### src/rtl/gpu_cmd_pkg.sv
// rtl/gpu_cmd_pkg.sv - shared encodings and defaults for the VRAM command scheduler
//
// Purpose: command opcodes, scheduler state encoding and framebuffer geometry
//          defaults shared by vram_cmd_sched and its bench.
// Ports:   none (package).

package gpu_cmd_pkg;

  typedef enum logic [1:0] {
    CMD_NOP   = 2'd0,
    CMD_CLEAR = 2'd1,
    CMD_PIXEL = 2'd2,
    CMD_SWAP  = 2'd3
  } cmd_op_e;

  typedef enum logic [2:0] {
    ST_IDLE      = 3'd0,
    ST_CLR_START = 3'd1,
    ST_CLR_ARM   = 3'd2,
    ST_CLR_WAIT  = 3'd3,
    ST_PIX       = 3'd4,
    ST_SWAP_WAIT = 3'd5
  } sched_state_e;

  localparam int          FB_BYTES_DEF  = 49152;
  localparam logic [17:0] BASE_ADDR_DEF = 18'd49152;

  // Cycles the scheduler waits in CLR_ARM for the clear engine to raise BUSY.
  localparam int          ARM_TIMEOUT   = 2;

endpackage

### src/rtl/vram_b_mux.sv
// rtl/vram_b_mux.sv - combinational VRAM port-B source select
//
// Purpose: the clear engine owns port B whenever it is writing; otherwise the
//          registered pixel path drives it.
// Ports:
//   clr_we/clr_addr/clr_data   in   clear engine write request
//   pix_we/pix_addr/pix_data   in   registered pixel write
//   vram_we_b/addr_b/data_b    out  muxed port-B write

module vram_b_mux (
  input  logic        clr_we,
  input  logic [17:0] clr_addr,
  input  logic [7:0]  clr_data,
  input  logic        pix_we,
  input  logic [17:0] pix_addr,
  input  logic [7:0]  pix_data,
  output logic [17:0] vram_addr_b,
  output logic [7:0]  vram_data_b,
  output logic        vram_we_b
);

  always_comb begin
    vram_addr_b = pix_addr;
    vram_data_b = pix_data;
    vram_we_b   = pix_we;
    if (clr_we) begin
      vram_addr_b = clr_addr;
      vram_data_b = clr_data;
      vram_we_b   = 1'b1;
    end
  end

endmodule

### src/rtl/vram_cmd_sched.sv
// rtl/vram_cmd_sched.sv - VRAM port-B command sequencer (CLEAR / PIXEL / SWAP)
//
// Purpose: accepts commands over valid/ready, launches and tracks the bulk
//          clear engine, writes single pixels into the back buffer, owns the
//          front/back side bit and muxes both writers onto VRAM port B.
// Build option: SCHED_VSYNC_SWAP_EN - SWAP waits for vblank_pulse before
//          toggling side; without it SWAP toggles immediately.
// Ports:
//   CLK, rst_n                      clock, async active-low reset
//   cmd_valid/ready/op/addr/color   command handshake and payload
//   vblank_pulse                    start-of-vblank strobe
//   clr_req_pulse, clr_color        start strobe and fill colour to clear engine
//   clr_busy/addr/data/we           clear engine status and write request
//   vram_addr_b/data_b/we_b         muxed VRAM port B
//   side                            front-buffer select
//   sched_busy, addr_err            not-idle flag, out-of-range PIXEL pulse

module vram_cmd_sched
  import gpu_cmd_pkg::*;
#(
  parameter int          FB_BYTES  = FB_BYTES_DEF,
  parameter logic [17:0] BASE_ADDR = BASE_ADDR_DEF
) (
  input  logic        CLK,
  input  logic        rst_n,
  input  logic        cmd_valid,
  output logic        cmd_ready,
  input  logic [1:0]  cmd_op,
  input  logic [17:0] cmd_addr,
  input  logic [7:0]  cmd_color,
  input  logic        vblank_pulse,
  output logic        clr_req_pulse,
  output logic [7:0]  clr_color,
  input  logic        clr_busy,
  input  logic [17:0] clr_addr,
  input  logic [7:0]  clr_data,
  input  logic        clr_we,
  output logic [17:0] vram_addr_b,
  output logic [7:0]  vram_data_b,
  output logic        vram_we_b,
  output logic        side,
  output logic        sched_busy,
  output logic        addr_err
);

  localparam logic [17:0] FB_LIMIT = 18'(FB_BYTES);

  sched_state_e state_q, state_d;

  logic [17:0] lat_addr;
  logic [7:0]  lat_color;
  logic [1:0]  arm_cnt;
  logic [17:0] pix_addr;
  logic [7:0]  pix_data;
  logic        pix_we;
  logic [17:0] back_base;
  logic        pix_in_range;
  logic        arm_expired;
  logic        side_flip;
  logic        cmd_fire;

  assign cmd_ready    = (state_q == ST_IDLE);
  assign sched_busy   = (state_q != ST_IDLE);
  assign cmd_fire     = cmd_valid & cmd_ready;
  // The back buffer is whichever one is not being displayed.
  assign back_base    = side ? 18'd0 : BASE_ADDR;
  // Range check on the raw offset, before the base is added.
  assign pix_in_range = (lat_addr < FB_LIMIT);
  assign arm_expired  = (arm_cnt == 2'(ARM_TIMEOUT - 1));

`ifndef SCHED_VSYNC_SWAP_EN
  logic vblank_unused;
  assign vblank_unused = vblank_pulse;
`endif

  always_ff @(posedge CLK or negedge rst_n) begin
    if (!rst_n) begin
      state_q <= ST_IDLE;
    end else begin
      state_q <= state_d;
    end
  end

  always_comb begin
    state_d       = state_q;
    clr_req_pulse = 1'b0;
    addr_err      = 1'b0;
    side_flip     = 1'b0;
    case (state_q)
      ST_IDLE: begin
        if (cmd_valid) begin
          case (cmd_op_e'(cmd_op))
            CMD_CLEAR: state_d = ST_CLR_START;
            CMD_PIXEL: state_d = ST_PIX;
            CMD_SWAP:  state_d = ST_SWAP_WAIT;
            default:   state_d = ST_IDLE;
          endcase
        end
      end
      ST_CLR_START: begin
        clr_req_pulse = 1'b1;
        state_d       = ST_CLR_ARM;
      end
      ST_CLR_ARM: begin
        // Give up if the engine never raises BUSY, so a dead engine
        // cannot wedge the command stream.
        if (clr_busy) begin
          state_d = ST_CLR_WAIT;
        end else if (arm_expired) begin
          state_d = ST_IDLE;
        end
      end
      ST_CLR_WAIT: begin
        if (!clr_busy) begin
          state_d = ST_IDLE;
        end
      end
      ST_PIX: begin
        addr_err = ~pix_in_range;
        state_d  = ST_IDLE;
      end
      ST_SWAP_WAIT: begin
`ifdef SCHED_VSYNC_SWAP_EN
        if (vblank_pulse) begin
          side_flip = 1'b1;
          state_d   = ST_IDLE;
        end
`else
        side_flip = 1'b1;
        state_d   = ST_IDLE;
`endif
      end
      default: state_d = ST_IDLE;
    endcase
  end

  always_ff @(posedge CLK or negedge rst_n) begin
    if (!rst_n) begin
      clr_color <= 8'd0;
      lat_addr  <= 18'd0;
      lat_color <= 8'd0;
      arm_cnt   <= 2'd0;
      pix_addr  <= 18'd0;
      pix_data  <= 8'd0;
      pix_we    <= 1'b0;
      side      <= 1'b0;
    end else begin
      pix_we <= 1'b0;
      if (cmd_fire && cmd_op == CMD_CLEAR) begin
        clr_color <= cmd_color;
      end
      if (cmd_fire && cmd_op == CMD_PIXEL) begin
        lat_addr  <= cmd_addr;
        lat_color <= cmd_color;
      end
      if (state_q == ST_CLR_ARM) begin
        arm_cnt <= arm_cnt + 2'd1;
      end else begin
        arm_cnt <= 2'd0;
      end
      if (state_q == ST_PIX && pix_in_range) begin
        pix_addr <= back_base + lat_addr;
        pix_data <= lat_color;
        pix_we   <= 1'b1;
      end
      if (side_flip) begin
        side <= ~side;
      end
    end
  end

  vram_b_mux u_mux (
    .clr_we      (clr_we),
    .clr_addr    (clr_addr),
    .clr_data    (clr_data),
    .pix_we      (pix_we),
    .pix_addr    (pix_addr),
    .pix_data    (pix_data),
    .vram_addr_b (vram_addr_b),
    .vram_data_b (vram_data_b),
    .vram_we_b   (vram_we_b)
  );

endmodule

### config.mk
export PLATFORM = sky130hd
export DESIGN_NAME = vram_cmd_sched
export DESIGN_NICKNAME = d
export VERILOG_FILES = /design/src/rtl/gpu_cmd_pkg.sv /design/src/rtl/vram_b_mux.sv /design/src/rtl/vram_cmd_sched.sv
export SDC_FILE = /design/constraint.sdc
export NUM_CORES = 1
export LEC_CHECK = 0
export BUFFER_PORTS_ARGS = -buffer_cell sky130_fd_sc_hd__buf_2
export CORE_UTILIZATION = 51
export DETAILED_ROUTE_END_ITERATION = 12
export PLACE_DENSITY = 0.86
export SKIP_LAST_GASP = 1
export SYNTH_ARGS = -nofsm -noshare
export SYNTH_HDL_FRONTEND = slang
export SYNTH_HIERARCHICAL = 1
export SYNTH_SLANG_ARGS = --single-unit
### constraint.sdc
create_clock -name CLK -period 1.73 [get_ports CLK]
set_input_delay 0.173 -clock CLK [delete_from_list [all_inputs] [get_ports CLK]]
set_output_delay 0.173 -clock CLK [all_outputs]
set_load 0.005 [all_outputs]
**Word-level counts from Yosys, hierarchy flattened**

Index checks and enable logic that the tools add are counted.

- Bits in registers: 67
- Input bits: 60
- Logic and storage cells: 48

- Add/subtract/negate cells: 2
- Order comparisons: 1
- Equality and inequality tests: 12
- Muxes and demuxes: 15
- Bitwise logic cells: 3
- Reductions and logical operators: 6

Operator list:

| cell | number |
|---|---|
| $add A16 B18 Y18 | 1 |
| $lt A18 B16 Y1 const B | 1 |
| $mux W18 | 1 |
| $mux W16 | 1 |
| $mux W3 | 4 |
| $pmux W3 S4 | 1 |
| $pmux W3 S3 | 1 |
| $mux W8 | 1 |
| $eq A3 B2 Y1 const B | 2 |
| $eq A3 B3 Y1 const B | 2 |
| $mux W1 | 5 |
| $eq A2 B1 Y1 const B | 2 |
| $eq A2 B2 Y1 const B | 2 |
| $ne A2 B2 Y1 const B | 2 |
| $eq A3 B1 Y1 const B | 1 |
| $logic_and A1 B1 Y1 | 3 |
| $logic_not A3 Y1 | 1 |
| $ne A3 B3 Y1 const B | 1 |
| $reduce_and A3 Y1 | 1 |
| $reduce_bool A3 Y1 | 1 |
| $add A2 B1 Y2 const B | 1 |
| $mux W2 | 1 |
| $not A1 Y1 | 2 |
| $and A1 B1 Y1 | 1 |

**Longest topological paths before layout**

- Depth after elaboration: 4
- Gate-level depth with buffers: 5

**Hierarchy**

Netlist, hierarchy kept.

Modules (own cells, without submodules):

| module | times used | cells an instance | area an instance (um^2) | seq. area each (um^2) |
|---|---|---|---|---|
| vram_cmd_sched | 1 | 162 | 2,707.6 | 1,676.6 |
| vram_b_mux | 1 | 30 | 421.7 | 0.0 |

**Worst setup path before layout**

OpenSTA, ideal clock, no wires.

- Path type: flip-flop to flip-flop
- Start: reg state_q[0]
- End: reg lat_addr[0]
- Setup time: 0.125 ns
- Arrival time: 1.426 ns
- Required time: 1.605 ns
- Slack: 0.179 ns
- Cell stages (with the launch flop): 5
- Path buffers: 1
- Cell sequence: dfrtp_1 > nor3_4 > nand4b_4 > buf_6 > mux2_4

- Word-level cells in the longest chain between the ends: 3

Ends and longest elaborated chain:

| what | RTL line | source |
|---|---|---|
| from (decl) | vram_cmd_sched.sv:48 | `sched_state_e state_q, state_d;` |
| from (signal assigned) | vram_cmd_sched.sv:80 | `state_q <= state_d;` |
| $logic_not A3 Y1 | vram_cmd_sched.sv:62 | `assign cmd_ready = (state_q == ST_IDLE);` |
| net cmd_ready | vram_cmd_sched.sv:27 | `output logic cmd_ready,` |
| $and A1 B1 Y1 | vram_cmd_sched.sv:64 | `assign cmd_fire = cmd_valid & cmd_ready;` |
| $logic_and A1 B1 Y1 | vram_cmd_sched.sv:152 | `if (cmd_fire && cmd_op == CMD_PIXEL) begin` |
| to (signal assigned) | vram_cmd_sched.sv:153 | `lat_addr <= cmd_addr;` |
| to (decl) | vram_cmd_sched.sv:50 | `logic [17:0] lat_addr;` |

The timed path passes the listed nets, and every way through them passes these cells.
A chain may end at the register's enable or synchronous reset.

**Worst setup path in the final report**

- Start: reg state_q[0]
- End: reg clr_color[0]

- Word-level cells in the longest chain between the ends: 3

Ends and longest elaborated chain:

| what | RTL line | source |
|---|---|---|
| $logic_not A3 Y1 | vram_cmd_sched.sv:62 |  |
| $and A1 B1 Y1 | vram_cmd_sched.sv:64 |  |
| $logic_and A1 B1 Y1 | vram_cmd_sched.sv:149 | `if (cmd_fire && cmd_op == CMD_CLEAR) begin` |
| to (signal assigned) | vram_cmd_sched.sv:150 | `clr_color <= cmd_color;` |
| to (decl) | vram_cmd_sched.sv:33 | `output logic [7:0] clr_color,` |

No other way between the ends.

==> flow_metrics.py <==
metrics = {
    "route": {
        "firstDrtPassIters": 4,
        "wl_per_cell_microns": 14.20,
        "drtIter0Drc": 89,
        "vias": 1887,
        "totalWireLength_mm": 5.395,
        "drc_errors": 0,
        "vias_per_cell": 4.966,
        "drtAntennaViolNets": 0,
    },
    "clocking": {
        "worstSkewPairLatency_ns": 0.33,
        "postCtsSetupBuffers": 0,
        "path_clk_slew_ns": 0.07,
        "post_cts_resized": 0,
        "cts_buffer_depth": 2,
        "clock-sinks": 67,
        "cts_root_buffer": "clkbuf_8",
        "cts_tree": "yes",
        "ctsHoldBuffers": 1,
        "cts.htree.levels": 3,
        "numCtsBuffers": 9,
    },
    "sta": {
        "finalCritPeriodShare_pct": 92.28,
        "grt_setup_unrepaired": "false",
        "relSlewSlack_pct": 75.70,
        "worstMarginPinSlew_ns": 0.3624,
        "setup_violations": 0,
        "slew_violations": 0,
        "fmax_mhz": 626.4,
        "min_period_ns": 1.596,
        "skew_ns": 0.008695,
        "tns_ns": 0,
        "hold_viol": 0,
    },
    "critical_path": {
        "cp_max_fo": 8,
        "cp.required_ns": 1.94,
        "start_kind": "flop",
        "startpoint": "state_q[0]",
        "critPathKind": "flop to flop",
        "crit_buf_inv": 0,
        "arrival_ns": 1.81,
        "timing.rr.start": "state_q[0]",
        "crit_chain": "nor3_4 > nand4b_2 > mux2_2",
        "cpPeakStageDelay_ns": 0.46,
        "end_kind": "flop",
        "cp_top_family": "simple AND/OR/NAND/NOR gates",
        "slowest_stage": "dfrtp_1",
    },
    "die": {
        "fp.dieH_microns": 80.33,
        "num_io_pins": 100,
        "core_area_sq_mm": 0.005921,
        "die_area_sq_mm": 0.006453,
        "num_rows": 28,
        "die_w_microns": 80.33,
        "initial_utilization_pct": 52.85,
    },
    "flow_run": {
        "max_cap_viol_count": 0,
    },
    "outcome": {
        "status": "finished clean",
    },
    "final_layout": {
        "nets": 364,
        "diodes": 0,
        "area_growth_pct": 24.83,
        "final_layout_size_suffix_gt1_share_pct": 68.20,
        "stdcell_count": 380,
    },
    "yosys": {
        "synth-async-reset-ratio_pct": 100.0,
        "avgSynthCellArea_sq_um": 16.30,
        "synth_flop_cell": "dfrtp_1",
        "ys_types": 27,
        "syn-cell-area_sq_mm": 0.003129,
        "syn_nets": 255,
        "synthCells": 192,
        "synth_top_area_share_pct": 53.58,
        "synth_common_cells": "dfrtp_1 (67), mux2_2 (46), mux2_4 (39), nor2_1 (7), buf_6 (5)",
        "yosys.area.top_type": "dfrtp_1",
        "ys_seq_elements": 67,
        "synth_edf_count": 0,
        "yosysSeqAreaShare_pct": 53.58,
        "yosys_warnings": 6,
        "synth_area_leaders": "dfrtp_1 (54%), mux2_4 (19%), mux2_2 (17%), buf_6 (1.8%), buf_12 (1.3%)",
        "synth.most_common_cell": "dfrtp_1",
    },
    "power_and_ir_drop": {
        "p_clk_share_pct": 21.2,
        "seqPwrFrac_pct": 46.0,
        "switchingPower_mw": 1.607,
        "powerDensity_mw_per_mm2": 1526,
        "ir_drop_uv": 850.7,
        "power_frac_comb_pct": 32.8,
        "internal_power_mw": 4.354,
        "power.leakage_nw": 2.095,
        "switching_share_pct": 26.96,
    },
    "place": {
        "dp_hpwl_mm": 3.842,
        "io_buffers": 98,
        "gp_congestion": 0.7219,
        "place_inst": 364,
    },
    "global_routing": {
        "antenna_found_initial": 0,
        "grt_pass1_vias": 1949,
        "grt_usage_pct": 18.65,
        "grt_pass1_wl_mm": 8.914,
        "grt_max_degree": 68,
        "overflow": 0,
    },
    "hold_path": {
        "min-delay-start": "cmd_addr[17]",
        "worst_hold_path_type": "input port to flop",
    },
}
-- worst reg2reg max path: stages, from the launching register on --
cell and delay [ns]:
dfrtp_1 0.46, nor3_4 0.32, nand4b_2 0.32, mux2_2 0.37
-- state kept, by name, indices dropped and copies added, names as in the netlist --
register / cells
lat_addr: 18
pix_addr: 18
clr_color: 8
lat_color: 8
pix_data: 8
state_q: 3
arm_cnt: 2
pix_we: 1
side: 1
-- placed cells by master (no fill, tap or decap), types with 2 or more instances in the layout --
cell type  instances
buf_4              4
ha_1               2
nor2_1             7
clkbuf_1           2
inv_1              4
mux2_2            46
a21oi_1            2
mux2_4            39
buf_12             3
dfrtp_1           67
buf_2             98
clkbuf_8          11
-- metrics by stage --
stage	hold WS, ns	utilization, %	instance area (sq um)	setup slack (ns)	power, mW
2_1_floorplan	-0.1226	-	3129	0.1792	4.044
3_3_place_gp	0.2138	62.53	3702	0.1543	4.618
3_5_place_dp	0.2215	62.53	3702	0.1275	4.757
4_1_cts	0.05853	65.98	3906	0.1158	6.043
5_1_grt	0.04918	65.98	3906	0.0006486	6.399
6_report	0.06719	65.98	3906	0.1336	5.961
-- logic make-up after synthesis --
group	after synthesis	synth area share, %
xor gates and xnor gates	2	0.5599
DFF	67	53.58
muxes	85	35.27
AOI/OAI and AO/OA	4	0.7197
buffers and inverters	12	3.718
adders and majority gates	3	1.439
and+or+nand+nor	19	4.719
-- power by group through the flow --
stage	logic, mW	registers (mW)	clock network (mW)
4_1_cts	1.99	2.75	1.30
2_1_floorplan	1.40	2.65	0
6_report	1.95	2.74	1.27
3_5_place_dp	1.98	2.77	0
5_1_grt	2.17	2.84	1.39
3_3_place_gp	1.90	2.72	0
-- path summary, 6_finish.rpt --
kind                                      to  slack (ns)  cells past startpoint
worst max-delay path            clr_color[0]        0.13                      3
worst min-delay path            lat_addr[17]        0.07                      2
worst max register to register  clr_color[0]        0.13                      3
worst min register to register    arm_cnt[0]        0.43                      1
max in group asynchronous         arm_cnt[0]        1.04                      3
min in group asynchronous        pix_addr[0]        0.38                      3
-- cell type report --
| cell class | instances | area [sq um] |
|---|---|---|
| Inverter | 4 | 15.01 |
| Multi-Input combinational cell | 113 | 1336 |
| Tap cell | 75 | 93.84 |
| Fill cell | 436 | 2014 |
| Timing Repair Buffer | 106 | 590.6 |
| Sequential cell | 67 | 1677 |
| Clock buffer | 13 | 158.9 |
| Clock inverter | 2 | 35.03 |
-- per-layer routing --
metal	routed length, microns	up-vias	GRT usage [%]
met2	2702	59	30.77
met4	83	0	7.143
li1	-	898	-
met5	0	-	0
met3	284	9	5.000
met1	2325	921	23.36
Power figures use the tool's default switching activity.
